<file path="config.mk">
export PLATFORM = sky130hd
export DESIGN_NAME = fmul_normalize_round
export DESIGN_NICKNAME = d
export VERILOG_FILES = /design/src/rtl/fmul_normalize_round.sv
export SDC_FILE = /design/constraint.sdc
export NUM_CORES = 1
export LEC_CHECK = 0
export CAP_MARGIN = 20
export CORE_ASPECT_RATIO = 1.25
export CORE_MARGIN = 2
export CORE_UTILIZATION = 50
export CTS_CLUSTER_DIAMETER = 200
export DETAILED_ROUTE_END_ITERATION = 6
export GPL_TIMING_DRIVEN = 0
export PLACE_DENSITY_LB_ADDON = 0.2
export SLEW_MARGIN = 20
export SYNTH_ARGS = -nofsm -noshare
export SYNTH_HDL_FRONTEND = slang
export SYNTH_SLANG_ARGS = --single-unit
export TNS_END_PERCENT = 20
</file>
<file path="constraint.sdc">
create_clock -name iCLOCK -period 6 [get_ports iCLOCK]
set_input_delay 1.5 -clock iCLOCK [delete_from_list [all_inputs] [get_ports iCLOCK]]
set_output_delay 1.5 -clock iCLOCK [all_outputs]
set_load 0.005 [all_outputs]
</file>
<file path="src/rtl/fmul_normalize_round.sv">
// fmul_normalize_round
//
// Normalize-and-round stage of the floating-point multiplier datapath. It sits
// between the mantissa multiplier and the pack/exception stage. The raw
// 2*FRACT_W-bit mantissa product is normalised by at most one bit. It is then
// rounded in one of five IEEE-754 modes. Sign and exception flags pass
// through unchanged. No saturation or overflow detection is done here.
//
// Pipeline: stage 1 holds the normalised mantissa, guard, sticky, exponent,
// sign, mode and flags. Stage 2 holds the rounded result. The latency is two
// cycles and the throughput is one beat per cycle. A valid/busy handshake lets
// an empty stage refill while the stage after it is stalled.
//
// Parameters
//   FRACT_W  mantissa width including the hidden bit (minimum 4)
//   EXP_W    exponent width; exponent arithmetic wraps modulo 2^EXP_W
//
// Ports
//   iCLOCK         clock, rising edge
//   inRESET        asynchronous reset, active low
//   iRESET_SYNC    synchronous clear, active high, highest priority
//   iDATA_VALID    input beat present
//   oDATA_BUSY     block cannot accept a beat this cycle
//   iDATA_SIGN     product sign
//   iDATA_EXP      exponent before normalisation
//   iDATA_FRACT    raw mantissa product (2*FRACT_W bits)
//   iROUND_MODE    0 RNE, 1 RTZ, 2 RUP, 3 RDN, 4 RMM, 5-7 behave as RNE
//   iDATA_EXCEPT   exception flags {A0,B0,A1,B1,FRACT_A0,FRACT_B0}
//   oDATA_VALID    output beat present
//   iDATA_BUSY     downstream stall
//   oDATA_SIGN / oDATA_EXP / oDATA_FRACT / oDATA_EXCEPT   rounded result
//   oDATA_INEXACT  result was rounded
//
// Configuration macro: FMUL_NR_INEXACT_EN
//   defined   : the inexact bit is carried through the pipeline and
//               oDATA_INEXACT is qualified with oDATA_VALID
//   undefined : no inexact register is built and oDATA_INEXACT is tied to 0

module fmul_normalize_round #(
    parameter int FRACT_W = 25,
    parameter int EXP_W   = 13
) (
    input  logic                 iCLOCK,
    input  logic                 inRESET,
    input  logic                 iRESET_SYNC,
    input  logic                 iDATA_VALID,
    output logic                 oDATA_BUSY,
    input  logic                 iDATA_SIGN,
    input  logic [EXP_W-1:0]     iDATA_EXP,
    input  logic [2*FRACT_W-1:0] iDATA_FRACT,
    input  logic [2:0]           iROUND_MODE,
    input  logic [5:0]           iDATA_EXCEPT,
    output logic                 oDATA_VALID,
    input  logic                 iDATA_BUSY,
    output logic                 oDATA_SIGN,
    output logic [EXP_W-1:0]     oDATA_EXP,
    output logic [FRACT_W-1:0]   oDATA_FRACT,
    output logic [5:0]           oDATA_EXCEPT,
    output logic                 oDATA_INEXACT
);

    typedef enum logic [2:0] {
        RM_RNE = 3'd0,
        RM_RTZ = 3'd1,
        RM_RUP = 3'd2,
        RM_RDN = 3'd3,
        RM_RMM = 3'd4
    } round_mode_t;

    // Handshake
    logic hold1, hold2, accept;
    logic v1, v2;

    // Normaliser outputs (combinational, from the input beat)
    logic [FRACT_W-1:0] norm_m;
    logic               norm_g;
    logic               norm_s;
    logic [EXP_W-1:0]   norm_e;

    // Stage 1 registers
    logic [FRACT_W-1:0] s1_m;
    logic               s1_g;
    logic               s1_s;
    logic [EXP_W-1:0]   s1_e;
    logic               s1_sign;
    logic [2:0]         s1_mode;
    logic [5:0]         s1_except;

    // Rounder outputs (combinational, from stage 1)
    logic               round_inc;
    logic [FRACT_W-1:0] rnd_fract;
    logic [EXP_W-1:0]   rnd_exp;

    // Stage 2 registers
    logic               s2_sign;
    logic [EXP_W-1:0]   s2_exp;
    logic [FRACT_W-1:0] s2_fract;
    logic [5:0]         s2_except;

    // A stage stalls only when it is full and the stage after it is stalled.
    // An empty stage therefore always refills.
    assign hold2      = v2 & iDATA_BUSY;
    assign hold1      = v1 & hold2;
    assign oDATA_BUSY = hold1;
    assign accept     = iDATA_VALID & ~hold1;

    // Shift by one bit when the product's top bit is set. The guard bit is the
    // bit just below the kept mantissa. The sticky bit ORs everything below it.
    always_comb begin
        norm_m = '0;
        norm_g = 1'b0;
        norm_s = 1'b0;
        norm_e = iDATA_EXP;
        if (iDATA_FRACT[2*FRACT_W-1]) begin
            norm_m = iDATA_FRACT[2*FRACT_W-1:FRACT_W];
            norm_g = iDATA_FRACT[FRACT_W-1];
            norm_s = |iDATA_FRACT[FRACT_W-2:0];
            norm_e = iDATA_EXP + EXP_W'(1);
        end else begin
            norm_m = iDATA_FRACT[2*FRACT_W-2:FRACT_W-1];
            norm_g = iDATA_FRACT[FRACT_W-2];
            norm_s = |iDATA_FRACT[FRACT_W-3:0];
        end
    end

    // Stage 1: data moves only with an accepted beat, so the register keeps
    // its last contents while the stage is empty.
    always_ff @(posedge iCLOCK or negedge inRESET) begin
        if (!inRESET) begin
            v1        <= 1'b0;
            s1_m      <= '0;
            s1_g      <= 1'b0;
            s1_s      <= 1'b0;
            s1_e      <= '0;
            s1_sign   <= 1'b0;
            s1_mode   <= '0;
            s1_except <= '0;
        end else if (iRESET_SYNC) begin
            v1        <= 1'b0;
            s1_m      <= '0;
            s1_g      <= 1'b0;
            s1_s      <= 1'b0;
            s1_e      <= '0;
            s1_sign   <= 1'b0;
            s1_mode   <= '0;
            s1_except <= '0;
        end else if (!hold1) begin
            v1 <= accept;
            if (accept) begin
                s1_m      <= norm_m;
                s1_g      <= norm_g;
                s1_s      <= norm_s;
                s1_e      <= norm_e;
                s1_sign   <= iDATA_SIGN;
                s1_mode   <= iROUND_MODE;
                s1_except <= iDATA_EXCEPT;
            end
        end
    end

    // Rounding uses the mode captured with the beat. Unused mode codes
    // behave as round-to-nearest-even.
    always_comb begin
        round_inc = 1'b0;
        case (s1_mode)
            RM_RTZ:  round_inc = 1'b0;
            RM_RUP:  round_inc = (s1_g | s1_s) & ~s1_sign;
            RM_RDN:  round_inc = (s1_g | s1_s) & s1_sign;
            RM_RMM:  round_inc = s1_g;
            default: round_inc = s1_g & (s1_m[0] | s1_s);
        endcase
    end

    // Carry out of an all-ones mantissa renormalises to 1.000...0 and bumps
    // the exponent. This avoids a wider adder.
    always_comb begin
        rnd_fract = s1_m + FRACT_W'(round_inc);
        rnd_exp   = s1_e;
        if (round_inc && (&s1_m)) begin
            rnd_fract = {1'b1, {(FRACT_W-1){1'b0}}};
            rnd_exp   = s1_e + EXP_W'(1);
        end
    end

    // Stage 2: the result holds steady whenever downstream stalls a valid beat.
    always_ff @(posedge iCLOCK or negedge inRESET) begin
        if (!inRESET) begin
            v2        <= 1'b0;
            s2_sign   <= 1'b0;
            s2_exp    <= '0;
            s2_fract  <= '0;
            s2_except <= '0;
        end else if (iRESET_SYNC) begin
            v2        <= 1'b0;
            s2_sign   <= 1'b0;
            s2_exp    <= '0;
            s2_fract  <= '0;
            s2_except <= '0;
        end else if (!hold2) begin
            v2 <= v1;
            if (v1) begin
                s2_sign   <= s1_sign;
                s2_exp    <= rnd_exp;
                s2_fract  <= rnd_fract;
                s2_except <= s1_except;
            end
        end
    end

`ifdef FMUL_NR_INEXACT_EN
    logic s2_inexact;

    // The inexact flag follows the beat. It loads under the same conditions
    // as the rest of stage 2.
    always_ff @(posedge iCLOCK or negedge inRESET) begin
        if (!inRESET) begin
            s2_inexact <= 1'b0;
        end else if (iRESET_SYNC) begin
            s2_inexact <= 1'b0;
        end else if (!hold2 && v1) begin
            s2_inexact <= s1_g | s1_s;
        end
    end

    assign oDATA_INEXACT = v2 & s2_inexact;
`else
    assign oDATA_INEXACT = 1'b0;
`endif

    assign oDATA_VALID  = v2;
    assign oDATA_SIGN   = s2_sign;
    assign oDATA_EXP    = s2_exp;
    assign oDATA_FRACT  = s2_fract;
    assign oDATA_EXCEPT = s2_except;

endmodule
</file>
==> flow_summary.toml <==
[timing]
setup_tns_ps = 0
finalHoldViolations = 0
rsz0062_at_grt = "no"
slew_violations = 0
max-slew-margin-rel = 0.4978
fin_worst_hold_slack_ps = 474.6
tightestPinTransition_ps = 741.5
skew_ps = 3.642
setup_viol = 0
fin_crit_sh = 0.7071
fmax_mhz = 235.7
fin_crit_ps = 4243

[worst_setup_path]
critPathLaunchType = "primary input"
setup.worst_path.class = "primary input to output pin"
reg2reg_slack_ps = 3170
worstPathArrival_ps = 2740
worstPathMaxFanout = 3
endpoint_kind = "output pin"
crit_required_ps = 4500

[synth]
ys_seq_area_frac = 0.4776
synth_area_sq_um = 5082
syn-instance-count = 535
async_reset_ff_frac = 1.000
dominantRegCellSynth = "dfrtp_1"
ys_types = 46
syn_avg_cell_area_sq_um = 9.500
synth_warnings = 0
ys_seq_elements = 97
synth_fp_nets = 617
synth-edff-count = 0

[clock_network]
post_cts_buffers = 0
cts_hold_buf = 0
clock_sinks = 97
insertion_delay_ps = 350
clk_pin_slew_ps = 60
root_buffer = "clkbuf_16"
ctsResizeCount = 0
cts_tree = "done"
clock_path_buffers = 2
cts_buffers = 9
cts_max_level = 3

[grt]
track_usage = 0.2543
grt_max_degree = 55
grt_pass1_vias = 4443
grt_pass1_wl_mm = 21.37
grt_overflow = 0
antenna_found_initial = 0

[place]
portBuffers = 122
placed_area_sq_um = 6494
dp_hpwl_mm = 10.37
gp_congestion = 0.9146

[routing]
drt_iter0_drc = 202
highest_layer = "met4"
first_pass_iters = 5
drc = 0
totalWireLength_mm = 13.71
antenna_left = 0
wl_met2_mm = 7.189
via_per_inst = 5.827
dr_total_vias = 4673
wl_met3_microns = 780
wl_met1_mm = 5.237
detail_route.wl_per_cell_microns = 17.10

[layout]
regArea_sq_um = 2427
area_growth_pct = 33.23
final_nets = 751
drive_gt1_frac = 0.03863
post-route-cell-area_sq_um = 6771
n_fill_cell = 828
utilization = 0.6769
antenna_cells = 0
multiInputGateArea_sq_um = 2477

[floorplanning]
top_level_ports = 126
start_util = 0.5081
die_h_microns = 116.7
die_width_microns = 94.18
row_count = 41
dieArea_sq_um = 10990
core-area_sq_um = 10000

[pwr]
ir_worst_vdd_mv = 0.1295
switchingPower_mw = 0.3876
clkPwrFrac = 0.371
combPwrFrac = 0.148
internal_power_mw = 1.121
sw_frac_of_total = 0.2569
seqPwrFrac = 0.482
power_mw = 1.509
power_density_nw_per_um2 = 222.8
power.leakage_nw = 2.697

[status]
status = "completed"

[hold_path]
holdCritPathClass = "flop to flop"

[flow_run]
cap_violations = 0
[synthesized netlist by cell type (2+ instances only)]
master	count	area [sq um]
nand2_1	72	270.3
and2_1	2	12.51
xnor2_1	13	113.9
buf_1	7	26.28
inv_1	7	26.28
a21oi_1	15	75.07
and3_1	5	31.28
or4_1	8	60.06
ha_1	4	50.05
nand3_1	30	150.1
clkbuf_2	2	10.01
mux2i_1	26	260.3
and4_1	2	17.52
o21ai_0	23	115.1
nor4_1	7	43.79
a211oi_1	39	292.8
xor2_1	24	210.2
nor2_1	49	183.9
clkbuf_1	23	86.33
dfrtp_1	97	2427
nor3_1	8	40.04
a22o_1	7	61.31
or3_1	2	12.51
nand4_1	14	87.58
a32o_1	6	60.06
or4_4	2	22.52
o311ai_0	4	35.03
buf_2	2	10.01
o211ai_1	11	82.58
a2111oi_1	3	30.03
o21ai_1	3	15.01
a31oi_1	4	25.02
[through the flow]
stage          worst slack, ps  std cells
2_1_floorplan             2832        535
3_3_place_gp            -95.31        786
3_5_place_dp              1770        787
4_1_cts                   1762        802
5_1_grt                   1674        802
6_report                  1757        802
[placed cells by master (no fill, tap or decap), types with 8 or more instances in the layout]
| master | n |
|---|---|
| a211oi_1 | 39 |
| a21oi_1 | 15 |
| clkbuf_1 | 25 |
| clkbuf_16 | 9 |
| clkdlybuf4s50_1 | 121 |
| dfrtp_1 | 97 |
| mux2i_1 | 26 |
| nand2_1 | 72 |
| nand3_1 | 30 |
| nand4_1 | 14 |
| nor2_1 | 49 |
| nor3_1 | 8 |
| o211ai_1 | 11 |
| o21ai_0 | 23 |
| or4_1 | 8 |
| xnor2_1 | 13 |
| xor2_1 | 24 |
[cell type report]
class,instances,share of cell area
Buffer,36,0.02236
Clock buffer,11,0.03437
Clock inverter,4,0.006652
Inverter,7,0.003880
Multi-Input combinational cell,395,0.3659
Sequential cell,97,0.3585
Tap cell,129,0.02384
Timing Repair Buffer,123,0.1846
[worst paths after layout]
| check | startpoint | end | cells past startpoint |
|---|---|---|---|
| max | iDATA_BUSY | oDATA_BUSY | 4 |
| max in group asynchronous | inRESET | s1_except[1] | 2 |
| min in group asynchronous | inRESET | oDATA_FRACT[4] | 1 |
| max reg2reg | s1_mode[0] | oDATA_FRACT[24] | 10 |
| min | oDATA_FRACT[10] | oDATA_FRACT[10] | 2 |
| min reg2reg | oDATA_FRACT[10] | oDATA_FRACT[10] | 2 |
[worst max-delay path, cell delays in order]
cell	delay (ps)
clkdlybuf4s50_1	500
nand3_1	120
inv_1	110
clkdlybuf4s50_1	510
[kinds of logic after synthesis]
group                    count (synthesis)  synth area share
AND/OR/NAND/NOR                        207            0.1955
AO/OA/AOI/OAI                          120            0.1664
flip-flops                              97            0.4776
buffers and inverters                   43           0.03496
XOR/XNOR                                37           0.06376
multiplexers                            26           0.05121
adder cells (fa/ha/maj)                  4          0.009848
other                                    1         0.0007378
[state kept, by name, summed over array words and instances (netlist names), 3 cells and up]
signal,flops
oDATA_FRACT,25
s1_m,25
oDATA_EXP,13
s1_e,13
oDATA_EXCEPT,6
s1_except,6
s1_mode,3
[power groups by stage]
stage               sequential [mW]  combinational [mW]  clock (mW)
floorplan                     0.729              0.0998           0
global placement              0.736               0.217           0
detailed placement            0.738               0.224           0
CTS                           0.726               0.225       0.563
global route                  0.732               0.246       0.584
finish                        0.727               0.223       0.559
[layer usage]
metal,vias to the layer above,GRT usage
met2,181,0.4533
met4,0,0.1304
li1,2232,-
met3,38,0.03871
met5,-,0
met1,2222,0.2961
No activity file was read; power rests on OpenSTA's default activity.
